$ cat config.mk
export PLATFORM = sky130hd
export DESIGN_NAME = tart_vis_stream
export DESIGN_NICKNAME = d
export VERILOG_FILES = /design/src/rtl/tart_vis_stream.sv
export SDC_FILE = /design/constraint.sdc
export NUM_CORES = 1
export LEC_CHECK = 0
export CAP_MARGIN = 40
export CELL_PAD_IN_SITES_DETAIL_PLACEMENT = 1
export CELL_PAD_IN_SITES_GLOBAL_PLACEMENT = 1
export CORE_ASPECT_RATIO = 1.1
export CORE_MARGIN = 5
export CORE_UTILIZATION = 41
export DETAILED_ROUTE_END_ITERATION = 10
export PLACE_DENSITY_LB_ADDON = 0.1
export SYNTH_ARGS = -nofsm -noshare
export SYNTH_HDL_FRONTEND = slang
export SYNTH_SLANG_ARGS = --single-unit
$ cat constraint.sdc
create_clock -name clk_i -period 6.18 [get_ports clk_i]
set_clock_uncertainty 0.05 [all_clocks]
set_input_delay 0.927 -clock clk_i [delete_from_list [all_inputs] [get_ports clk_i]]
set_output_delay 0.927 -clock clk_i [all_outputs]
set_load 0.05 [all_outputs]
$ cat src/rtl/tart_vis_stream.sv
// tart_vis_stream: drains one visibility block per bank switch over
// Wishbone reads into a valid/ready sink, with checksum and block count.
module tart_vis_stream #(
  parameter int WIDTH = 8,
  parameter int ABITS = 12,
  parameter int COUNT = 24,
  parameter int BBITS = 4,
  parameter int CBITS = 24
) (
  input  logic             clk_i,
  input  logic             rst_ni,
  input  logic             en_i,
  input  logic             newblock_i,
  input  logic             clr_i,
  output logic             vx_cyc_o,
  output logic             vx_stb_o,
  output logic             vx_we_o,
  output logic [ABITS-1:0] vx_adr_o,
  output logic [BBITS-1:0] vx_blk_o,
  input  logic             vx_ack_i,
  input  logic [WIDTH-1:0] vx_dat_i,
  output logic [WIDTH-1:0] dat_o,
  output logic             valid_o,
  input  logic             ready_i,
  output logic             busy_o,
  output logic             streamed_o,
  output logic [CBITS-1:0] checksum_o,
  output logic             overrun_o
);

  typedef enum logic [1:0] {
    IDLE,
    REQ,
    PUSH,
    DONE
  } state_t;

  localparam logic [ABITS-1:0] LAST = ABITS'(COUNT - 1);

  state_t           state;
  logic             pending;
  logic [CBITS-1:0] sum;
  logic             nb;
  logic             start;

  assign nb      = en_i & newblock_i;
  assign start   = (state == IDLE) & en_i & (newblock_i | pending);
  assign vx_we_o = 1'b0;
  assign busy_o  = (state != IDLE);

  always_ff @(posedge clk_i) begin
    if (!rst_ni) begin
      state      <= IDLE;
      pending    <= 1'b0;
      sum        <= '0;
      vx_cyc_o   <= 1'b0;
      vx_stb_o   <= 1'b0;
      vx_adr_o   <= '0;
      vx_blk_o   <= '0;
      dat_o      <= '0;
      valid_o    <= 1'b0;
      streamed_o <= 1'b0;
      checksum_o <= '0;
      overrun_o  <= 1'b0;
    end else begin
      streamed_o <= 1'b0;
      if (clr_i) overrun_o <= 1'b0;
      // one block may queue behind the running one; more are lost
      if (state != IDLE && nb) begin
        if (pending) overrun_o <= 1'b1;
        else         pending   <= 1'b1;
      end
      unique case (state)
        IDLE: begin
          if (start) begin
            state    <= REQ;
            vx_adr_o <= '0;
            sum      <= '0;
            pending  <= pending & newblock_i;
            vx_cyc_o <= 1'b1;
            vx_stb_o <= 1'b1;
          end
        end
        REQ: begin
          if (vx_ack_i) begin
            vx_cyc_o <= 1'b0;
            vx_stb_o <= 1'b0;
            dat_o    <= vx_dat_i;
            valid_o  <= 1'b1;
            sum      <= sum + CBITS'(vx_dat_i);
            state    <= PUSH;
          end
        end
        PUSH: begin
          if (valid_o && ready_i) begin
            valid_o <= 1'b0;
            if (vx_adr_o == LAST) begin
              state      <= DONE;
              streamed_o <= 1'b1;
            end else begin
              vx_adr_o <= vx_adr_o + 1'b1;
              vx_cyc_o <= 1'b1;
              vx_stb_o <= 1'b1;
              state    <= REQ;
            end
          end
        end
        DONE: begin
          checksum_o <= sum;
          vx_blk_o   <= vx_blk_o + 1'b1;
          state      <= IDLE;
        end
        default: state <= IDLE;
      endcase
    end
  end

endmodule

==> results.txt <==
The flow ran to the end, and the final reports show no timing, DRC or antenna violations. The area growth from synthesis to final layout is 26.9%. For the final routed database, the setup TNS stands at 0 ns. The number of hold violations in the final report came out at 0. The synthesized design contains 0 enable-type register cells. The initial core utilization is 0.418. The fraction of registers with async set/reset is 0.

TritonCTS built the clock tree. The worst endpoint required time came out at around 6.4 ns. The worst register-to-register path begins at sum[1]. Dividing total power by cell area gives a power density of 218 nW/um^2.

The minimum period implied by the final worst setup slack came out at 3.03 ns. The first-iteration detailed-routing DRC count is 103. The buffer levels on the longest clock path is 2. The biggest area contributor in the post-synthesis netlist is sky130_fd_sc_hd__dfxtp_1. The post-route core utilization is 0.530. The remaining design rule violation count came out at 0. The kind of critical path is input pin to register.

The count of buffers from port buffering came out at 68. The max-capacitance violation count came out at 0. The post-synthesis average cell area is a little over 8 um^2. The maximum vdd ir drop came out at 0.000120 V. The antenna diode instance count is 0.

The number of setup buffers added after CTS is 0. The number of gates resized after cts is 0. The total number of nets in the final design came out at 537. The data arrival at the endpoint of the critical path came out at 3.25 ns.

At the end of routability-driven placement, the weighted congestion stood at 0.812. By instance count, the leading cell after synthesis is sky130_fd_sc_hd__nand2_1. The number of antenna-violating nets in the routed design is 0. The peak clock frequency supported by timing came out at 0.330 GHz. Of all nets on the critical path, the largest fanout is 8. 70 I/O pins were placed.

The total congestion overflow is 0. Ranked by total cell area, the synthesized netlist is headed by sky130_fd_sc_hd__dfxtp_1, sky130_fd_sc_hd__nand2_1, sky130_fd_sc_hd__a21oi_1. The fraction of the cycle the final worst path needs came out at 0.490. The post-detailed-route via-to-cell ratio came out at 5.43. The slew at the pin closest to its max-slew limit is 0.877 ns. The number of distinct standard cells referenced by the synthesized netlist is 54. Measured against its own limit, the worst slew margin works out to 0.413. The leakage power figure came out at 1.61 nW.

Ranked by instance count, the synthesized netlist is headed by sky130_fd_sc_hd__nand2_1, sky130_fd_sc_hd__dfxtp_1, sky130_fd_sc_hd__a21oi_1. In this run the worst setup path begins at vx_dat_i[1]. The worst setup path is captured at a register. The top cell type's share of synthesized area came out at 0.431. The total detailed-routing wirelength is 10000 um. The total clock buffers created by CTS came out at 9. The number of levels the H-tree was split into came out at 3.

The detailed-route via count came out at 3420. The combined area of the multi-input logic cells came out at between 1500 and 2000 um^2. The count of endpoints failing setup in the final report is 0.

The most used flip-flop cell after synthesis is sky130_fd_sc_hd__dfxtp_1. The largest net degree at the start of global routing is 43. The register area came out at between 1500 and 2000 um^2. The finished layout holds 630 standard cells, fillers aside. The initial antenna violation count came out at 0.

The iteration count of the initial detailed-routing pass is 4. The site row count came out at 36. The startpoint of the worst hold path is checksum_o[1]. On the critical path, the stage with the largest delay is an instance of sky130_fd_sc_hd__a2111oi_0.

For this run, the total global-route usage over all layers was measured as 0.188. The wire length per cell came out at 15.9 um. The hold-fix buffer count after cts came out at 0. The die extent in y came out at 109 um. The proportion of layout cells with a drive suffix above 1 came out at 0.0543. The largest incremental delay on the critical path came out at around 0.67 ns. Setup repair after global routing left no endpoint under its margin.

The clock-pin slew on the worst setup and hold paths is 0.08 ns. The global-route wire length before repair is between 15000 and 20000 um. Including well taps, the total number of placed cells is 614.

The path class of the tightest hold or removal check is register to register. The total die area is around 11000 um^2. The core region is slightly below 9000 um^2. The number of global-route vias before repair is about 3.6k.

Counting both buffers and inverters, the worst setup path holds a total of 1. The overall power consumption came out at approximately 1.0 mW. The synthesized flop and latch total came out at 79. The horizontal die dimension is approximately 100 um. The filler cell count in the final layout is around 1.1k.

For the worst-skew pair, the clock arrives at the later sink with an insertion delay of 0.35 ns. The HPWL after detailed placement came out at 7270 um. The sequential area share after synthesis came out at 0.431.

The root buffer cell chosen for the clock tree is sky130_fd_sc_hd__clkbuf_8. Traced cell by cell, the critical path runs through clkdlybuf4s50_1 -> ha_1 -> a21o_1 -> and4_1 -> o21ai_1 -> a2111oi_0 -> mux2i_1. The startpoint kind of the worst setup timing path is an input pin.

The post-synth design cell area is 3670 um^2. The max-slew violation total from the final report came out at 0. The post-synth net total is about 480. The critical path's top delay family is compound AO/OA/AOI/OAI gates.

The synthesized netlist cell count came out at 453. The number of clock sinks is 79. The count of warnings emitted by yosys came out at 0.
## metal layers
| metal | vias up | part of all wire | track usage |
|---|---|---|---|
| met1 | 1661 | 0.43 | 0.219 |
| met5 | - | 0 | 0 |
| li1 | 1676 | - | - |
| met3 | 16 | 0.043 | 0.0397 |
| met4 | 0 | 0.013 | 0.0549 |
| met2 | 67 | 0.51 | 0.344 |
## tightest hold or removal path, stage by stage (launching register included)
cell	delay [ns]
sky130_fd_sc_hd__dfxtp_1	0.31
sky130_fd_sc_hd__nand2_1	0.05
sky130_fd_sc_hd__a21oi_1	0.05
## logic make-up (layout without fill, tap and decap cells)
| kind of cell | after synthesis | in the layout | synth area share |
|---|---|---|---|
| and+or+nand+nor | 208 | 208 | 0.273 |
| AOI/OAI and AO/OA | 92 | 92 | 0.148 |
| DFF | 79 | 79 | 0.431 |
| buffers and inverters | 36 | 99 | 0.0413 |
| muxes | 14 | 14 | 0.0382 |
| xor gates and xnor gates | 12 | 12 | 0.0286 |
| adders and majority gates | 11 | 11 | 0.0396 |
| other | 1 | 1 | 0.00102 |
## report_power, final
part           switching [mW]  internal [mW]
Sequential            0.00514          0.514
Clock                   0.186          0.219
Combinational          0.0598         0.0320
## through the flow
step	hold slack (ns)	setup WS [ns]	area, um^2
floorplan	0.390	3.51	3670
global placement	0.391	2.88	4390
detailed placement	0.398	2.77	4450
CTS	0.409	3.13	4660
global route	0.427	2.96	4660
finish	0.405	3.15	4660
## final timing paths
path / endpoint / slack (ns) / depth (start not counted)
worst max-delay path: sum[19] / 3.15 / 7
worst min-delay path: checksum_o[1] / 0.40 / 2
worst max register to register: sum[19] / 3.85 / 6
worst min register to register: checksum_o[1] / 0.40 / 2
## layout by cell type (no fill, tap or decap), drive strengths merged, types with 2 or more instances in the layout
cell type	n
a21oi	58
and2	4
buf	3
o21ai	11
or2	2
nand3b	3
or4	2
a21o	2
nand2b	12
a31oi	2
nor3b	3
nand2	104
o2111ai	3
o211ai	2
nand4b	3
and4	2
dfxtp	79
xnor2	4
clkdlybuf4s50	68
mux2i	14
xor2	8
or3	5
inv	12
nor3	6
a32oi	2
clkinv	2
and3	6
a2111oi	5
clkbuf	13
nand3	18
nand4	9
o31ai	3
ha	10
nor2	23
## cell type report
| class | count | area share |
|---|---|---|
| multi-input combinational | 338 | 0.416 |
| sequential | 79 | 0.340 |
| timing repair buffer | 71 | 0.160 |
| clock buffer | 13 | 0.0363 |
| tap | 114 | 0.0306 |
| inverter | 12 | 0.00967 |
| clock inverter | 3 | 0.00860 |
## flip-flops by register name (all words and copies together), names as in the netlist
signal,cells
checksum_o,24
dat_o,8
overrun_o,1
pending,1
state,2
streamed_o,1
sum,24
valid_o,1
vx_adr_o,12
vx_blk_o,4
vx_stb_o,1
(Power assumes the default switching activity.)
